$ cat src/rtl/run_controller_if.sv
// Control/status bundle between the debug front end and the run controller.
interface run_controller_if #(
    parameter int PC_W  = 8,
    parameter int CNT_W = 16
);
    logic             run_req;
    logic             step_req;
    logic             halt_req;
    logic             clear_count;
    logic             bp_enable;
    logic [PC_W-1:0]  bp_addr;
    logic [PC_W-1:0]  pc;
    logic [CNT_W-1:0] instr_limit;
    logic             cpu_en;
    logic [1:0]       state;
    logic [CNT_W-1:0] instr_count;
    logic             bp_hit;
    logic             limit_hit;

    modport master (
        output run_req, step_req, halt_req, clear_count, bp_enable, bp_addr, pc, instr_limit,
        input  cpu_en, state, instr_count, bp_hit, limit_hit
    );

    modport slave (
        input  run_req, step_req, halt_req, clear_count, bp_enable, bp_addr, pc, instr_limit,
        output cpu_en, state, instr_count, bp_hit, limit_hit
    );
endinterface

$ cat src/rtl/run_controller.sv
// Debug run/step/halt controller: gates the datapath clock-enable, counts executed
// instructions and stops on halt, breakpoint or instruction limit.
module run_controller #(
    parameter int PC_W  = 8,
    parameter int CNT_W = 16
) (
    input  logic              clk,
    input  logic              reset,
    run_controller_if.slave   bus
);
    typedef enum logic [1:0] {
        IDLE = 2'b00,
        RUN  = 2'b01,
        STEP = 2'b10,
        BRK  = 2'b11
    } state_t;

    state_t           r_state;
    logic             r_run_q, r_step_q, r_halt_q;
    logic             r_primed;
    logic             r_skip;
    logic             r_limit_hit;
    logic [CNT_W-1:0] r_count;

    logic w_run_e, w_step_e, w_halt_e;
    logic w_halt, w_run, w_step;
    logic w_bp_match, w_limit_reach, w_stop, w_cpu_en, w_leave_brk;

    // r_primed suppresses edges on the first clock after reset, so a request
    // held through release only loads its history register.
    assign w_run_e  = r_primed & bus.run_req  & ~r_run_q;
    assign w_step_e = r_primed & bus.step_req & ~r_step_q;
    assign w_halt_e = r_primed & bus.halt_req & ~r_halt_q;

    assign w_halt = w_halt_e;
    assign w_run  = w_run_e & ~w_halt_e;
    assign w_step = w_step_e & ~w_halt_e & ~w_run_e;

    assign w_bp_match    = bus.bp_enable & (bus.pc == bus.bp_addr) & ~r_skip;
    assign w_limit_reach = (bus.instr_limit != '0) & (r_count >= bus.instr_limit);
    assign w_stop        = w_halt | w_bp_match | w_limit_reach;

    // Qualified by reset so the enable drops in the same cycle reset asserts.
    assign w_cpu_en = reset & ((r_state == STEP) | ((r_state == RUN) & ~w_stop));

    assign w_leave_brk = (r_state == BRK) & ~w_halt & (w_run | w_step);

    always_ff @(posedge clk or negedge reset) begin
        if (!reset) begin
            r_state     <= IDLE;
            r_run_q     <= 1'b0;
            r_step_q    <= 1'b0;
            r_halt_q    <= 1'b0;
            r_primed    <= 1'b0;
            r_skip      <= 1'b0;
            r_limit_hit <= 1'b0;
            r_count     <= '0;
        end else begin
            r_run_q  <= bus.run_req;
            r_step_q <= bus.step_req;
            r_halt_q <= bus.halt_req;
            r_primed <= 1'b1;

            if (bus.clear_count)
                r_count <= '0;
            else if (w_cpu_en && (r_count != '1))
                r_count <= r_count + 1'b1;

            // Skip lets the instruction sitting at bp_addr retire once after a resume.
            if (w_leave_brk)
                r_skip <= 1'b1;
            else if (w_cpu_en || ((r_state == RUN) && w_stop))
                r_skip <= 1'b0;

            if (bus.clear_count)
                r_limit_hit <= 1'b0;
            else if ((r_state == RUN) && !w_halt && !w_bp_match && w_limit_reach)
                r_limit_hit <= 1'b1;

            case (r_state)
                IDLE, BRK: begin
                    if (w_halt)      r_state <= IDLE;
                    else if (w_run)  r_state <= RUN;
                    else if (w_step) r_state <= STEP;
                end
                RUN: begin
                    if (w_halt)             r_state <= IDLE;
                    else if (w_bp_match)    r_state <= BRK;
                    else if (w_limit_reach) r_state <= IDLE;
                end
                STEP:    r_state <= IDLE;
                default: r_state <= IDLE;
            endcase
        end
    end

    assign bus.cpu_en      = w_cpu_en;
    assign bus.state       = r_state;
    assign bus.instr_count = r_count;
    assign bus.bp_hit      = (r_state == BRK);
    assign bus.limit_hit   = r_limit_hit;
endmodule

$ cat src/flat_wrapper.sv
// flat-port wrapper written by rule: the top's interface ports become plain ports
module run_controller_flat 
#(
    parameter int PC_W  = 8,
    parameter int CNT_W = 16
)
  (clk, reset, bus_run_req, bus_step_req, bus_halt_req, bus_clear_count, bus_bp_enable, bus_bp_addr, bus_pc, bus_instr_limit, bus_cpu_en, bus_state, bus_instr_count, bus_bp_hit, bus_limit_hit);
  run_controller_if #(.PC_W(PC_W), .CNT_W(CNT_W)) bus_i ();
  input  logic clk;
  input  logic reset;
  input wire logic [$bits(bus_i.run_req)-1:0] bus_run_req;
  input wire logic [$bits(bus_i.step_req)-1:0] bus_step_req;
  input wire logic [$bits(bus_i.halt_req)-1:0] bus_halt_req;
  input wire logic [$bits(bus_i.clear_count)-1:0] bus_clear_count;
  input wire logic [$bits(bus_i.bp_enable)-1:0] bus_bp_enable;
  input wire logic [$bits(bus_i.bp_addr)-1:0] bus_bp_addr;
  input wire logic [$bits(bus_i.pc)-1:0] bus_pc;
  input wire logic [$bits(bus_i.instr_limit)-1:0] bus_instr_limit;
  output wire logic [$bits(bus_i.cpu_en)-1:0] bus_cpu_en;
  output wire logic [$bits(bus_i.state)-1:0] bus_state;
  output wire logic [$bits(bus_i.instr_count)-1:0] bus_instr_count;
  output wire logic [$bits(bus_i.bp_hit)-1:0] bus_bp_hit;
  output wire logic [$bits(bus_i.limit_hit)-1:0] bus_limit_hit;
  assign bus_i.run_req = bus_run_req;
  assign bus_i.step_req = bus_step_req;
  assign bus_i.halt_req = bus_halt_req;
  assign bus_i.clear_count = bus_clear_count;
  assign bus_i.bp_enable = bus_bp_enable;
  assign bus_i.bp_addr = bus_bp_addr;
  assign bus_i.pc = bus_pc;
  assign bus_i.instr_limit = bus_instr_limit;
  assign bus_cpu_en = bus_i.cpu_en;
  assign bus_state = bus_i.state;
  assign bus_instr_count = bus_i.instr_count;
  assign bus_bp_hit = bus_i.bp_hit;
  assign bus_limit_hit = bus_i.limit_hit;
  run_controller #(.PC_W(PC_W), .CNT_W(CNT_W)) u_core (.clk(clk), .reset(reset), .bus(bus_i));
endmodule
$ cat config.mk
export PLATFORM = sky130hd
export DESIGN_NAME = run_controller_flat
export DESIGN_NICKNAME = d
export VERILOG_FILES = /design/src/rtl/run_controller_if.sv /design/src/rtl/run_controller.sv /design/src/flat_wrapper.sv
export SDC_FILE = /design/constraint.sdc
export NUM_CORES = 1
export LEC_CHECK = 0
export ABC_AREA = 0
export CORE_MARGIN = 2
export CORE_UTILIZATION = 50
export DETAILED_ROUTE_END_ITERATION = 8
export GPL_TIMING_DRIVEN = 0
export HOLD_SLACK_MARGIN = 0.06
export PLACE_DENSITY_LB_ADDON = 0.08
export SLEW_MARGIN = 20
export SYNTH_ARGS = -nofsm -noshare
export SYNTH_HDL_FRONTEND = slang
export SYNTH_SLANG_ARGS = --single-unit
$ cat constraint.sdc
create_clock -name clk -period 5.42 [get_ports clk]
set_clock_uncertainty 0.1 [all_clocks]
set_input_delay 1.626 -clock clk [delete_from_list [all_inputs] [get_ports clk]]
set_output_delay 1.626 -clock clk [all_outputs]
set_load 0.05 [all_outputs]
==> impl_results.md, run 1 <==
- Outcome: finished, final reports clean
- Initial Util: 52.4%
- CP max FO: 9
- Clk slew on worst S/H paths: 90 ps
- Peak supply drop: 0.210 mV
- Tcrit/Tclk final: 97.8%
- Reg2reg start: u_core.bus.instr_count[10]
- Final hold vios: 0
- Cell Rows: 22
- First-pass GRT wire length: 8110 µm
- Sequential-to-total area share from yosys stat: 31.1%
- Number of global-route vias before repair: 1,817
- Vias per cell: 5.62
- Switching share of power: 33.4%
- Antenna Nets Post-Route: 0
- Hold depth: 2
- Mapped cell area: 1930 µm²
- Post-Syn Instances: 214
- Pwr dens: 213 nW/µm²
- Commonest cells after routing, fill and taps aside: clkdlybuf4s50_1, dfrtp_1, inv_1
- Drt pass-1 iters: 4
- Area growth from synthesis to layout: 49.2%
- Critical Path AT: 3570 ps
- Post-CTS Hold Buffers: 0
- CORE AREA: 3690 µm²
- HP Start: u_core.bus.limit_hit
- Syn. warnings: 0
- Mapped Nets: 273
- Slowest stage delay, CP: 480 ps
- Internal: 409 µW
- Total track usage: 23.6%
- Share of layout cells above drive strength 1: 19.9%
- # clock sinks: 24
- Post-synth EDFFs: 0
- Syn avg cell area: 9.03 µm²
- Async SR Flop Fraction: 100%
- Number of diodes: 0
- Htree depth: 1
- Largest net degree at the start of global routing: 27
- Via count: 1,911
- NumNets Final: 352
- Measured slew at the worst slew-check pin: 554 ps
- Commonest non-fill, non-tap cell in the layout: clkdlybuf4s50_1
- Worst Path Required: 3690 ps
- R2r setup slk: 1540 ps
- Final hold slack: 418 ps
- Max Slew Vio Count: 0
- I/O pin count: 60
- Antenna violations before repair: 0
- Worst-Skew Late Latency: 270 ps
- Leak Pwr: 1.31 nW
- Synth Register Bits: 24
- CP Capture Type: primary output
- CTS root buf: clkbuf_8
- Reg power frac: 33.6%
- Port Buffers: 59
- Multi-input gate area in the final layout: 1310 µm²
- Fmax: 189 MHz
- Worst setup SP type: input pin
- GP Congestion: 0.795
- Switching power: 205 µW
- CTS buffer count: 3
- Worst Hold End: u_core.bus.limit_hit
- Hold crit path type: register to register
- Width of the die: 66.2 µm
- Min Tclk post-route: 5300 ps
- Detailed placement HPWL: 3660 µm
- Worst path cell trace: clkdlybuf4s50_1 > inv_1 > ha_4 > and3_4 > o211ai_1 > o21a_1 > o211ai_1 > and2_4 > inv_2 > buf_8
- Reg-to-reg endpoint: u_core.bus.instr_count[14]
- Filler cell count in the final layout: 273
- Sequential cell area: 601 µm²
- Die H: 66.2 µm
- Wire per inst: 15.1 µm
- Ys flop type: dfrtp_1
- Synth unique cells: 47
- Post-route DRC violation count: 0
- MaxCap Viol Count: 0
- Worst r2r path cells: 22
- Iteration-0 DRC Markers: 104
- CP max stage cell: clkdlybuf4s50_1
- Logic pwr share: 41.0%
- Clock power share: 25.4%
- CTS max path bufs: 2
- Worst slew margin: 63.1%
- CP bufs+invs: 4
- Endpoints failing setup: 0
- Critical path class: input pin to primary output
- Most used cell, CP: o211ai_1
- Final wirelength: 5150 µm
- GR Overflow Total: 0
- Final core utilization: 78.2%
- CTS tree: done
- Crit path max-delay family: buffers and inverters
- Die area: 4380 µm²
## kinds of logic (layout without fill, tap and decap cells)
logic type,count (synthesis),count (layout),share of synthesized area [%]
adder cells (fa/ha/maj),20,20,13.0
other,1,1,0.194
AO/OA/AOI/OAI,38,38,13.5
multiplexers,9,9,5.25
buffers and inverters,28,106,6.35
AND/OR/NAND/NOR,85,85,26.6
flip-flops,24,24,31.1
XOR/XNOR,9,9,4.08
## synth_stat cells, types with 3 or more instances
library cell  count  share of area (%)
a211oi_1          3                1.2
a21oi_1           9                2.3
and3_1            5                1.6
dfrtp_1          24                 31
ha_1             20                 13
inv_1            22                4.3
mux2_1            3                1.7
mux2_2            6                3.5
nand2_1          14                2.7
nand3_1          10                2.6
nand3b_1          3                1.2
nand4_1           3               0.97
nor2_1           14                2.7
nor2b_1           7                2.3
nor4_1            5                1.6
nor4_2            3                1.9
o21ai_0           8                2.1
o31ai_1           4                1.6
or3_1             3               0.97
or4_1             4                1.6
xor2_1            7                3.2
## state kept, by name, indices dropped and copies added, names as in the netlist
| name | count |
|---|---|
| u_core.r_skip | 1 |
| u_core.bus.instr_count | 16 |
| u_core.r_primed | 1 |
| u_core.r_run_q | 1 |
| u_core.bus.limit_hit | 1 |
| u_core.bus.state | 2 |
| u_core.r_step_q | 1 |
| u_core.r_halt_q | 1 |
## cell type report
type | instances | share of cell area (%)
inverters | 22 | 2.86
repair buffers | 76 | 25.5
plain buffers | 4 | 0.825
clock inverters | 1 | 1.04
well taps | 48 | 2.08
clock buffers | 3 | 1.43
multi-input cells | 162 | 45.4
flip-flops and latches | 24 | 20.8
## power groups by stage
| stage | logic [mW] | registers [mW] | clock network (mW) |
|---|---|---|---|
| 2_1_floorplan | 0.119 | 0.239 | 0 |
| 3_3_place_gp | 0.228 | 0.210 | 0 |
| 3_5_place_dp | 0.232 | 0.210 | 0 |
| 4_1_cts | 0.238 | 0.207 | 0.157 |
| 5_1_grt | 0.275 | 0.209 | 0.165 |
| 6_report | 0.252 | 0.206 | 0.156 |
## worst reg2reg max path, stage by stage, from the launching register on
cell and delay [ps]:
dfrtp_1 450, ha_1 340, and4_4 190, and2_4 160
a221oi_4 230, o211ai_1 150, buf_4 160, buf_4 120
buf_4 120, buf_4 120, buf_4 120, buf_4 120
buf_4 120, buf_4 120, buf_4 120, buf_4 120
buf_4 120, buf_4 120, buf_4 120, buf_4 120
a211oi_2 220, xnor2_1 130, nor2_1 50
## how the worst max path moves through the flow
stage                        start         end  slack (ps)  cells past startpoint
4_1_cts         bus_instr_limit[6]  bus_cpu_en          30                     10
5_1_grt         bus_instr_limit[5]  bus_cpu_en          -4                     10
6_report        bus_instr_limit[5]  bus_cpu_en         120                     10
3_3_place_gp                 reset  bus_cpu_en       -1160                      9
3_5_place_dp    bus_instr_limit[9]  bus_cpu_en        -860                     12
2_1_floorplan  bus_instr_limit[10]  bus_cpu_en         350                     10
## metal layers
| layer | share of wire [%] | vias up | wire length [µm] | global-route usage [%] |
|---|---|---|---|---|
| met2 | 45 | 75 | 2300 | 36.8 |
| met4 | 1.2 | 0 | 63 | 5.87 |
| met3 | 6.9 | 6 | 353 | 2.39 |
| met1 | 47 | 903 | 2430 | 35.1 |
| met5 | 0 | - | 0 | 0 |
| li1 | - | 927 | - | - |
## timing repair
item,CTS,global route
gates resized for setup,12,23
pin swaps,2,5
buffers inserted,15,3
endpoints found under the setup margin,1,2
## stage by stage
stage / power (mW) / setup slack (ps) / TNS (ps) / area (µm²) / cells
6_report: 0.614 / 121 / 0 / 2880 / 340
5_1_grt: 0.649 / -4.37 / -4.37 / 2880 / 340
4_1_cts: 0.602 / 32.0 / 0 / 2750 / 338
3_5_place_dp: 0.442 / -856 / -856 / 2580 / 321
3_3_place_gp: 0.438 / -1160 / -1160 / 2580 / 321
2_1_floorplan: 0.358 / 348 / 0 / 1930 / 214
Note: power is estimated with default switching activity, not from simulation.
==> inputs of run 2 (changes only) <==
- CORE_MARGIN: 2 -> 3
- clock period: 5.42 -> 6.8 ns (I/O delays scaled with it)
==> run 2 against run 1 <==
  * Setup slack better by 130 ps
  * Sequential power is 20% lower
  * Combinational power is 28% lower
  * Sequential share of layout area increased by 2.0 points
  * Largest cell class unchanged
  * Die area rose by 6.1%
  * Core utilization is 3.6 points lower
  * Critical endpoint unchanged
  * Non-clock buffer count is 15 lower
==> impl_results.md, run 2 (synthesis results as in run 1) <==
- Outcome: finished, final reports clean
- CTS tree: done
- Worst setup SP type: input pin
- Cell Rows: 21
- Tcrit/Tclk final: 96.3%
- Met2 wire len: 2030 µm
- Min Tclk post-route: 6550 ps
- Die H: 68.2 µm
- Wire per inst: 14.4 µm
- Setup bufs post-CTS: 0
- I/O pin count: 60
- CP max FO: 10
- Commonest cells after routing, fill and taps aside: clkdlybuf4s50_1, dfrtp_1, inv_1
- GP Congestion: 0.817
- Max reg flops: 16
- CTS buffer count: 3
- Total track usage: 21.1%
- Htree depth: 1
- Antenna Nets Post-Route: 0
- # clock sinks: 24
- NumNets Final: 337
- Critical Path AT: 4410 ps
- Final wirelength: 4660 µm
- Final core utilization: 74.6%
- Iteration-0 DRC Markers: 64
- Pwr dens: 169 nW/µm²
- Leak Pwr: 1.17 nW
- Met1 Wirelength: 2190 µm
- First-pass GRT wire length: 7450 µm
- Fmax: 153 MHz
- Critical path class: input pin to primary output
- Max Slew Vio Count: 0
- Number of diodes: 0
- Width of the die: 68.2 µm
- Largest net degree at the start of global routing: 27
- Area growth from synthesis to layout: 35.9%
- Measured slew at the worst slew-check pin: 541 ps
- Via count: 1,808
- Tot Pwr: 444 µW
- RSZ-0062 raised after global routing: no
- Antenna violations before repair: 0
- Worst slew margin: 63.9%
- DR top layer: met4
- Commonest non-fill, non-tap cell in the layout: clkdlybuf4s50_1
- Final hold vios: 0
- CTS root buf: clkbuf_8
- GR Overflow Total: 0
- Number of global-route vias before repair: 1,623
- Post-CTS Hold Buffers: 0
- Peak supply drop: 0.137 mV
- Drt pass-1 iters: 4
- WL met3: 386 µm
- Endpoints failing setup: 0
- Share of layout cells above drive strength 1: 10.1%
- Initial Util: 54.9%
- CORE AREA: 3520 µm²
- Worst-Skew Late Latency: 270 ps
- Post-route DRC violation count: 0
- Port Buffers: 59
- CP Capture Type: primary output
- CTS max path bufs: 2
- Vias per cell: 5.60
- Worst Path Required: 4660 ps
- MaxCap Viol Count: 0
- Detailed placement HPWL: 3690 µm
- Die area: 4650 µm²
- Hold crit path type: register to register
- Clk slew on worst S/H paths: 90 ps
[run 2: cell count changes in the layout (fill, tap and decap cells not counted), moves of 2 or more]
cell | before | now
buf_4 | 17 | 0
a21oi_1 | 7 | 9
dlymetal6s2s_1 | 8 | 0
ha_4 | 5 | 0
inv_2 | 4 | 0
dlygate4sd2_1 | 2 | 0
a211oi_1 | 1 | 3
a21oi_2 | 2 | 0
inv_1 | 18 | 22
clkdlybuf4s50_1 | 47 | 57
a211oi_2 | 2 | 0
ha_1 | 15 | 20
[run 2: per-stage QoR]
step | setup TNS, ps | hold WS [ps] | setup WS, ps | area (µm²) | std cells
floorplan | 0 | 518 | 900 | 1930 | 214
global placement | -572 | 396 | -572 | 2580 | 319
detailed placement | -563 | 405 | -563 | 2580 | 319
CTS | 0 | 424 | 11.1 | 2640 | 323
global route | 0 | 472 | 63.7 | 2630 | 323
finish | 0 | 422 | 249 | 2630 | 323
[run 2: path summary, 6_finish.rpt]
kind	from	endpoint	slack, ps	cells past startpoint
worst max register to register	u_core.bus.instr_count[10]	u_core.bus.instr_count[6]	3970	10
min in group asynchronous	reset	u_core.bus.instr_count[1]	1640	1
worst max-delay path	bus_instr_limit[13]	bus_cpu_en	250	12
max in group asynchronous	reset	u_core.bus.instr_count[4]	4590	1
worst min-delay path	u_core.bus.limit_hit	u_core.bus.limit_hit	420	2
worst min register to register	u_core.bus.limit_hit	u_core.bus.limit_hit	420	2
[run 2: cell type report]
class | instances | area (µm²)
clock buffers | 4 | 55.1
flip-flops and latches | 24 | 601
plain buffers | 6 | 40.0
inverters | 22 | 82.6
repair buffers | 59 | 581
well taps | 46 | 57.6
fillers | 299 | 896
multi-input cells | 162 | 1210
[run 2: worst max-delay path: stages]
cell	delay [ps]
clkdlybuf4s50_1	480
inv_1	50
ha_1	280
a211oi_1	270
o21bai_1	130
a221oi_2	200
o211ai_1	150
and2_4	160
buf_6	120
buf_2	170
inv_1	90
clkbuf_2	270
[run 2: routing by layer]
metal | up-vias | track usage, %
met2 | 73 | 31.9
met1 | 830 | 31.6
met3 | 5 | 2.30
met5 | - | 0
met4 | 0 | 5.96
li1 | 900 | -
[run 2: report_power, final]
part / switching [mW] / internal [mW]
combinational: 0.100 / 0.0801
sequential: 0.0109 / 0.154
clock: 0.0473 / 0.0518
[run 2: what timing repair did]
item	4_1_cts	5_1_grt
endpoints found under the setup margin	1	1
pin swaps	0	0
resized for setup	4	1
endpoints found under the hold margin	0	0
